$ cat src/rtl/lum_pkg.sv
// Shared constants and FSM encoding for the ambient-light
// conditioning path and the external-lights block.
package lum_pkg;

  localparam int DATA_W_DEF    = 8;
  localparam int LOG2_WIN_DEF  = 3;
  localparam int DARK_TH_DEF   = 40;
  localparam int BRIGHT_TH_DEF = 60;
  localparam int TIMEOUT_DEF   = 255;

  typedef enum logic [1:0] {
    ST_INIT   = 2'd0,
    ST_BRIGHT = 2'd1,
    ST_DARK   = 2'd2
  } lum_state_e;

endpackage

$ cat src/rtl/lum_sensor_filter_if.sv
// Sensor-side bundle: raw ADC samples in, filtered
// brightness, dark flag and fault out.
interface lum_sensor_filter_if #(
  parameter int DATA_W = 8
);

  logic [DATA_W-1:0] Adc_data;
  logic              Adc_valid;
  logic [DATA_W-1:0] Lum_sen;
  logic              Lum_valid;
  logic              Dark;
  logic              Sensor_fault;

  modport master (
    output Adc_data,
    output Adc_valid,
    input  Lum_sen,
    input  Lum_valid,
    input  Dark,
    input  Sensor_fault
  );

  modport slave (
    input  Adc_data,
    input  Adc_valid,
    output Lum_sen,
    output Lum_valid,
    output Dark,
    output Sensor_fault
  );

endinterface

$ cat src/rtl/lum_window_avg.sv
// Block average over 2^LOG2_WIN samples with a one-cycle
// update strobe and a clear for discarding a partial window.
module lum_window_avg
  import lum_pkg::*;
#(
  parameter int DATA_W   = DATA_W_DEF,
  parameter int LOG2_WIN = LOG2_WIN_DEF
) (
  input  logic              clk,
  input  logic              rst_n,
  input  logic              clr_i,
  input  logic              valid_i,
  input  logic [DATA_W-1:0] data_i,
  output logic              done_o,
  output logic [DATA_W-1:0] avg_o,
  output logic [DATA_W-1:0] lum_o,
  output logic              lum_valid_o
);

  localparam int ACC_W = DATA_W + LOG2_WIN;
  localparam logic [LOG2_WIN-1:0] CNT_MAX = '1;

  logic [ACC_W-1:0]    acc_q, acc_d;
  logic [LOG2_WIN-1:0] cnt_q, cnt_d;
  logic [DATA_W-1:0]   lum_q, lum_d;
  logic                lv_q, lv_d;
  logic [ACC_W-1:0]    sum;
  logic                done;

  always_comb begin
    sum   = acc_q + ACC_W'(data_i);
    done  = valid_i && (cnt_q == CNT_MAX);
    acc_d = acc_q;
    cnt_d = cnt_q;
    lum_d = lum_q;
    lv_d  = 1'b0;
    if (clr_i) begin
      acc_d = '0;
      cnt_d = '0;
    end else if (valid_i) begin
      if (done) begin
        acc_d = '0;
        cnt_d = '0;
        lum_d = sum[ACC_W-1:LOG2_WIN];
        lv_d  = 1'b1;
      end else begin
        acc_d = sum;
        cnt_d = cnt_q + 1'b1;
      end
    end
  end

  always_ff @(posedge clk) begin
    if (!rst_n) begin
      acc_q <= '0;
      cnt_q <= '0;
      lum_q <= '0;
      lv_q  <= 1'b0;
    end else begin
      acc_q <= acc_d;
      cnt_q <= cnt_d;
      lum_q <= lum_d;
      lv_q  <= lv_d;
    end
  end

  assign done_o      = done;
  assign avg_o       = sum[ACC_W-1:LOG2_WIN];
  assign lum_o       = lum_q;
  assign lum_valid_o = lv_q;

endmodule

$ cat src/rtl/lum_sensor_filter.sv
// Averaged ambient brightness with a hysteresis dark flag
// and a sensor-timeout fault that forces lights on.
module lum_sensor_filter
  import lum_pkg::*;
#(
  parameter int DATA_W    = DATA_W_DEF,
  parameter int LOG2_WIN  = LOG2_WIN_DEF,
  parameter int DARK_TH   = DARK_TH_DEF,
  parameter int BRIGHT_TH = BRIGHT_TH_DEF,
  parameter int TIMEOUT   = TIMEOUT_DEF
) (
  input logic CLK,
  input logic Reset,
  lum_sensor_filter_if.slave bus
);

  localparam int IDLE_W = $clog2(TIMEOUT + 1);
  localparam logic [IDLE_W-1:0] IDLE_MAX = IDLE_W'(TIMEOUT);
  localparam logic [DATA_W-1:0] DARK_LVL = DATA_W'(DARK_TH);
  localparam logic [DATA_W-1:0] BRT_LVL  = DATA_W'(BRIGHT_TH);

  lum_state_e        state_q, state_d;
  logic [IDLE_W-1:0] idle_q, idle_d;
  logic              fault_q, fault_d;
  logic              dark_q, dark_d;
  logic              timeout_hit;
  logic              win_done;
  logic [DATA_W-1:0] win_avg;

  lum_window_avg #(
    .DATA_W   (DATA_W),
    .LOG2_WIN (LOG2_WIN)
  ) u_avg (
    .clk         (CLK),
    .rst_n       (Reset),
    .clr_i       (timeout_hit),
    .valid_i     (bus.Adc_valid),
    .data_i      (bus.Adc_data),
    .done_o      (win_done),
    .avg_o       (win_avg),
    .lum_o       (bus.Lum_sen),
    .lum_valid_o (bus.Lum_valid)
  );

  always_comb begin
    idle_d      = idle_q;
    fault_d     = fault_q;
    state_d     = state_q;
    timeout_hit = 1'b0;
    if (bus.Adc_valid) begin
      idle_d  = '0;
      fault_d = 1'b0;
    end else if (idle_q != IDLE_MAX) begin
      idle_d = idle_q + 1'b1;
    end
    // a valid sample always beats the timeout
    if (!bus.Adc_valid && idle_d == IDLE_MAX) begin
      timeout_hit = 1'b1;
      fault_d     = 1'b1;
      state_d     = ST_DARK;
    end
    if (win_done) begin
      unique case (state_q)
        ST_INIT:
          state_d = (win_avg <= DARK_LVL) ? ST_DARK : ST_BRIGHT;
        ST_BRIGHT:
          state_d = (win_avg <= DARK_LVL) ? ST_DARK : ST_BRIGHT;
        ST_DARK:
          state_d = (win_avg >= BRT_LVL) ? ST_BRIGHT : ST_DARK;
        default:
          state_d = ST_DARK;
      endcase
    end
    dark_d = (state_d == ST_DARK);
  end

  always_ff @(posedge CLK) begin
    if (!Reset) begin
      state_q <= ST_INIT;
      idle_q  <= '0;
      fault_q <= 1'b0;
      dark_q  <= 1'b0;
    end else begin
      state_q <= state_d;
      idle_q  <= idle_d;
      fault_q <= fault_d;
      dark_q  <= dark_d;
    end
  end

  assign bus.Dark         = dark_q;
  assign bus.Sensor_fault = fault_q;

endmodule

$ cat src/flat_wrapper.sv
// flat-port wrapper written by rule: the top's interface ports become plain ports
module lum_sensor_filter_flat import lum_pkg::*;
#(
  parameter int DATA_W    = DATA_W_DEF,
  parameter int LOG2_WIN  = LOG2_WIN_DEF,
  parameter int DARK_TH   = DARK_TH_DEF,
  parameter int BRIGHT_TH = BRIGHT_TH_DEF,
  parameter int TIMEOUT   = TIMEOUT_DEF
)
  (CLK, Reset, bus_Adc_data, bus_Adc_valid, bus_Lum_sen, bus_Lum_valid, bus_Dark, bus_Sensor_fault);
  lum_sensor_filter_if #(.DATA_W(DATA_W)) bus_i ();
  input logic CLK;
  input logic Reset;
  input wire logic [$bits(bus_i.Adc_data)-1:0] bus_Adc_data;
  input wire logic [$bits(bus_i.Adc_valid)-1:0] bus_Adc_valid;
  output wire logic [$bits(bus_i.Lum_sen)-1:0] bus_Lum_sen;
  output wire logic [$bits(bus_i.Lum_valid)-1:0] bus_Lum_valid;
  output wire logic [$bits(bus_i.Dark)-1:0] bus_Dark;
  output wire logic [$bits(bus_i.Sensor_fault)-1:0] bus_Sensor_fault;
  assign bus_i.Adc_data = bus_Adc_data;
  assign bus_i.Adc_valid = bus_Adc_valid;
  assign bus_Lum_sen = bus_i.Lum_sen;
  assign bus_Lum_valid = bus_i.Lum_valid;
  assign bus_Dark = bus_i.Dark;
  assign bus_Sensor_fault = bus_i.Sensor_fault;
  lum_sensor_filter #(.DATA_W(DATA_W), .LOG2_WIN(LOG2_WIN), .DARK_TH(DARK_TH), .BRIGHT_TH(BRIGHT_TH), .TIMEOUT(TIMEOUT)) u_core (.CLK(CLK), .Reset(Reset), .bus(bus_i));
endmodule
$ cat config.mk
export PLATFORM = sky130hd
export DESIGN_NAME = lum_sensor_filter_flat
export DESIGN_NICKNAME = d
export VERILOG_FILES = /design/src/rtl/lum_pkg.sv /design/src/rtl/lum_sensor_filter_if.sv /design/src/rtl/lum_window_avg.sv /design/src/rtl/lum_sensor_filter.sv /design/src/flat_wrapper.sv
export SDC_FILE = /design/constraint.sdc
export NUM_CORES = 1
export LEC_CHECK = 0
export CORE_ASPECT_RATIO = 2
export CORE_MARGIN = 5
export CORE_UTILIZATION = 44
export CTS_BUF_LIST = sky130_fd_sc_hd__clkbuf_8
export DETAILED_ROUTE_END_ITERATION = 10
export GPL_TIMING_DRIVEN = 0
export PLACE_DENSITY = 0.64
export SYNTH_ARGS = -nofsm -noshare
export SYNTH_HDL_FRONTEND = slang
export SYNTH_SLANG_ARGS = --single-unit
$ cat constraint.sdc
create_clock -name CLK -period 3.4 [get_ports CLK]
set_input_delay 0.68 -clock CLK [delete_from_list [all_inputs] [get_ports CLK]]
set_output_delay 0.68 -clock CLK [all_outputs]
set_load 0.02 [all_outputs]
# Word level (Yosys, flattened, before mapping)
# Cells that the tools add are included.
# totals
word_cells	44
reg_bits	35
# op_classes
n_bitwise	3
n_eq_ne	6
n_mux	13
order_cmp	2
n_addsub	3
n_reduce_logical	9
# op_table
op	n
8-bit two-way mux	2
11-bit by 8-bit adder with 11-bit output	1
11-bit two-way mux	1
8-bit by 1-bit adder with 8-bit output, second input constant	1
8-bit == test, second input constant	1
8-bit by 6-bit >= comparator with 1-bit output, second input constant	1
8-bit by 6-bit less-or-equal comparator with 1-bit output, second input constant	1
2-bit two-way mux	4
8-bit != test, second input constant	1
2-bit == test, second input constant	2
1-bit two-way mux	4
2-bit case mux with 2 select lines	1
2-bit OR reduction	2
3-bit by 1-bit adder with 3-bit output, second input constant	1
3-bit == test, second input constant	1
3-bit two-way mux	1
1-bit NOT	3
3-bit AND reduction	1
3-bit OR reduction	1
2-bit by 1-bit == test with 1-bit output, second input constant	1
1-bit logical AND	2
2-bit logical NOT	1
2-bit nonzero test	1
1-bit logical NOT	1

# Longest topological paths before layout
# logic_depth
word_depth	8
ltp_mapped	10

# Modules after synthesis
# Synthesis repeated with hierarchy kept, for this count alone.
# unflattened
hier_cells	233
hier_area_um2	1941.9
# modules_own_cells
mod	n_inst	cells_per_inst	seq_area_each_um2	area_each_um2
lum_window_avg	1	150	460.4	1273.7
lum_sensor_filter	1	83	240.2	668.1

# Worst setup path after synthesis
# Ideal clock, no wire load.
# synth_timing
path_type	input to register
from	input bus_Adc_data[0]
to	register u_core.dark_q (netlist: u_core.bus.Dark)
cell_stages	10
setup_time_ps	117
arrival_time_ps	2667
path_buffers	0
t_required_ps	3283
path_slack_ps	615
path_cell_list	ha_1 > inv_1 > fa_1 > and2b_1 > o211ai_2 > a31oi_1 > xnor2_1 > nor4_1 > a31oi_1 > a32o_1
# synth_between
elab_chain_len	6
word_cells_on_any_way	8
cone_classes	add/sub: 1; order compare: 2; eq/ne: 1; mux: 4
# synth_lines
item	line	rtl
from (decl)	flat_wrapper.sv:14	input wire logic [$bits(bus_i.Adc_data)-1:0] bus_Adc_data;
11-bit by 8-bit adder with 11-bit output *	lum_window_avg.sv:31	sum = acc_q + ACC_W'(data_i);
8-bit by 6-bit >= comparator with 1-bit output or 8-bit by 6-bit less-or-equal comparator with 1-bit output (tied branches)	lum_sensor_filter.sv:69, lum_sensor_filter.sv:65, lum_sensor_filter.sv:67	
2-bit two-way mux (on tied branches)	lum_sensor_filter.sv:69, lum_sensor_filter.sv:65, lum_sensor_filter.sv:67	
2-bit case mux with 2 select lines *	lum_sensor_filter.sv:63	unique case (state_q)
2-bit two-way mux *	lum_sensor_filter.sv:62	if (win_done) begin
2-bit == test *	lum_sensor_filter.sv:74	dark_d = (state_d == ST_DARK);
to (signal assigned)	lum_sensor_filter.sv:87	dark_q <= dark_d;
to (decl)	lum_sensor_filter.sv:25	logic dark_q, dark_d;
# Every way passes the cells marked *; elsewhere a longest branch is shown, timed or not.
# A chain may end at the register's enable or synchronous reset.

# Final worst setup path
# Same ends and word-level chain as after synthesis.

==> reports/qor.csv <==
stage,metric,value,unit
clocking,cts_num_sinks,35,
floorplan,die_h,107.0,um
final_layout,drive_above_1_share,7.719,%
final_layout,stdcell_area,2460,um^2
floorplan,core,4598,um^2
floorplan,start_util,45.01,%
yosys,synth_enable_flop_cells,0,
floorplan,die_area,6258,um^2
critical_path,cp-start-kind,input pin,
drt,avgRoutedWirePerCell,14.57,um
clocking,cts_hold_repair.buffers,0,
clocking,cts_made_buffers,5,
sta,post-route-worst-setup-slack,0.2324,ns
yosys,avgSynthCellArea,8.084,um^2
drt,route.met2.wl,2.872,mm
placed_design,place_ws,-0.2108,ns
critical_path,crit_fanout,6,
sta,drv_slew,0,
placed_design,placed_area,2349,um^2
floorplan,row_count,35,
final_layout,area_growth,18.86,%
run_status,status,"finished, final reports clean",
yosys,yosysSeqAreaShare,33.86,%
grt,grt_usage,16.93,%
drt,dr.pass1.iters,4,
drt,top_layer_used,met4,
sta,finClkSkew,0.007719,ns
grt,grt_pass1_vias,1839,
yosys,async_flop_share,0,%
final_layout,finish.net_count,307,
drt,vias,1875,
final_layout,final_cell_mix,"nor2_1, dfxtp_1, nand2_1",
clocking,clockBufferDepth,2,
sta,grt_setup_unrepaired,no,
yosys,synthMuxAreaShare,1.451,%
yosys,yosys.area_share.xor_xnor,2.963,%
critical_path,required,3.63,ns
pwr,ir_drop,0.0003485,V
drt,via_per_inst,5.515,
grt,grt_pass1_wl,8.335,mm
yosys,ys_types,54,
grt,grt_overflow,0,
sta,tightest_slew,0.8757,ns
drt,postRouteAntennaNets,0,
final_layout,num_antenna_cells,0,
yosys,synthesis.nets,279,
placed_design,dp.final_hpwl,3.816,mm
grt,grt_max_degree,11,
floorplan,io_pins,22,
drt,drt_iter0_drc,69,
pwr,p_per_area,407.8,nW/um^2
flow_run,drv_cap,0,
worst_hold_path,hold_class,flop to flop,
yosys,yosys_warnings,0,
final_layout,final_common_cell,nor2_1,
placed_design,portBuffers,21,
sta,fin_crit,3.168,ns
yosys,synth-seq-cells,35,
yosys,ys.flop_type,dfxtp_1,
sta,period_share,93.16,%
drt,met3_length,101,um
yosys,synth-simple-area-share,29.26,%
critical_path,end_kind,flop,
yosys,netlist_instances,256,
clocking,cts_tree,yes,
yosys,synth_compound_gate_area_share,21.22,%
critical_path,crit_type,input pin to flop,
pwr,p_leak,0.9497,nW
placed_design,gp_congestion,0.7939,
drt,drc_errors,0,
drt,routed_wl,4.953,mm
critical_path,crit_arrival,3.40,ns
clocking,clk_latency,0.28,ns
sta,hold_violations,0,
floorplan,dieWidth,58.50,um
yosys,synth_fa_ha_area_share,7.618,%
clocking,htree_levels,2,
sta,fmax,315.7,MHz
clocking,path_clk_slew,0.07,ns
yosys,synth_area,2069,um^2
sta,slew_headroom,40.70,%
sta,finalSetupViolCount,0,
clocking,cts-root-buf,clkbuf_8,
grt,antenna_found_initial,0,
clocking,post_cts_buffers,0,
yosys,synth_top_family_by_area,simple AND/OR/NAND/NOR gates,
drt,wl_met1,1.909,mm
==> layout make-up <==
class | count | area [um^2]
Tap cell | 55 | 68.82
Clock buffer | 7 | 96.34
Buffer | 10 | 48.80
Fill cell | 468 | 2138
Inverter | 7 | 26.28
Multi-Input combinational cell | 204 | 1305
Clock inverter | 1 | 3.754
Timing Repair Buffer | 21 | 210.2
Sequential cell | 35 | 700.7
==> stage by stage <==
stage / std cells / hold WS, ns / util (%) / setup TNS (ns) / total power [W]
after CTS: 340 / 0.4689 / 53.25 / 0 / 0.001009
after global routing: 340 / 0.4888 / 53.50 / 0 / 0.001058
after detailed placement: 332 / 0.4590 / 51.07 / -0.5598 / 0.0006779
after global placement: 332 / 0.4552 / 51.07 / -0.5190 / 0.0006750
after floorplan: 256 / 0.4446 / - / 0 / 0.0006132
final: 340 / 0.4627 / 53.50 / 0 / 0.001003
==> where the power goes <==
| part | switching [W] | total (W) | internal, W | leakage (nW) |
|---|---|---|---|---|
| registers | 0.0000108 | 0.000436 | 0.000425 | 0.284 |
| logic | 0.000139 | 0.000236 | 0.0000973 | 0.610 |
| clock network | 0.000149 | 0.000331 | 0.000182 | 0.0557 |
==> cell families after synthesis <==
family	Yosys count
adder cells (fa/ha/maj)	12
AND/OR/NAND/NOR	119
multiplexers	3
buffers and inverters	17
flip-flops	35
XOR/XNOR	7
AO/OA/AOI/OAI	63
==> critical path: stages <==
cell	delay, ns
clkdlybuf4s50_1	0.46
ha_1	0.19
inv_1	0.06
fa_1	0.37
and2b_1	0.25
o211ai_2	0.13
a31oi_2	0.34
xnor2_1	0.28
nor2_1	0.07
a32oi_1	0.32
a32o_1	0.24
==> synthesized netlist by cell type, drive strengths merged, types with 2 or more instances <==
library cell  instances  area share, %
o21ai                13            3.1
nor3                  7            1.7
a22oi                 8            2.9
a21oi                10            2.4
nand2                27            4.9
and2                  7            2.1
clkbuf                6            1.1
a32o                  2           0.97
o21bai                2           0.73
ha                   11            6.7
xnor2                 6            2.5
o21a                  2           0.73
nand3                 3           0.73
mux2i                 3            1.5
nand2b                4            1.3
nor4                  2           0.91
a31oi                 4            1.2
inv                   7            1.3
nor2b                 4            1.2
and3                  6            1.8
or2                   2           0.60
a21boi                7            2.5
buf                   4            1.3
o211ai                3            1.3
nor2                 41            7.4
a211oi                4            1.7
dfxtp                35             34
a221oi                2           0.85
nand4                 3            1.2
nor3b                 6            2.2
==> state kept, by name, summed over array words and instances, names as in the netlist <==
signal / count
u_core.state_q: 2
u_core.u_avg.lum_valid_o: 1
u_core.u_avg.lum_o: 8
u_core.bus.Dark: 1
u_core.bus.Sensor_fault: 1
u_core.u_avg.acc_q: 11
u_core.idle_q: 8
u_core.u_avg.cnt_q: 3
==> worst paths after layout <==
kind,startpoint,endpoint,slack [ns],depth (start not counted)
setup / recovery,bus_Adc_data[0],u_core.bus.Dark$_SDFF_PN0_,0.23,11
hold / removal,u_core.u_avg.lum_o[4]$_SDFFE_PN0P_,u_core.u_avg.lum_o[4]$_SDFFE_PN0P_,0.46,2
setup reg to reg,u_core.u_avg.acc_q[0]$_SDFFE_PP0P_,u_core.bus.Dark$_SDFF_PN0_,0.76,10
hold reg to reg,u_core.u_avg.lum_o[4]$_SDFFE_PN0P_,u_core.u_avg.lum_o[4]$_SDFFE_PN0P_,0.46,2
==> what timing repair did <==
action                                  4_1_cts  5_1_grt
resized for setup                             0        2
endpoints found under the hold margin         0        0
endpoints found under the setup margin        0        3
==> layer usage <==
layer  vias up  GRT usage (%)
met5         -              0
met4         0          5.473
met3         6          2.410
met2        21          33.52
met1       878          16.92
li1        970              -
(Power assumes the default switching activity.)
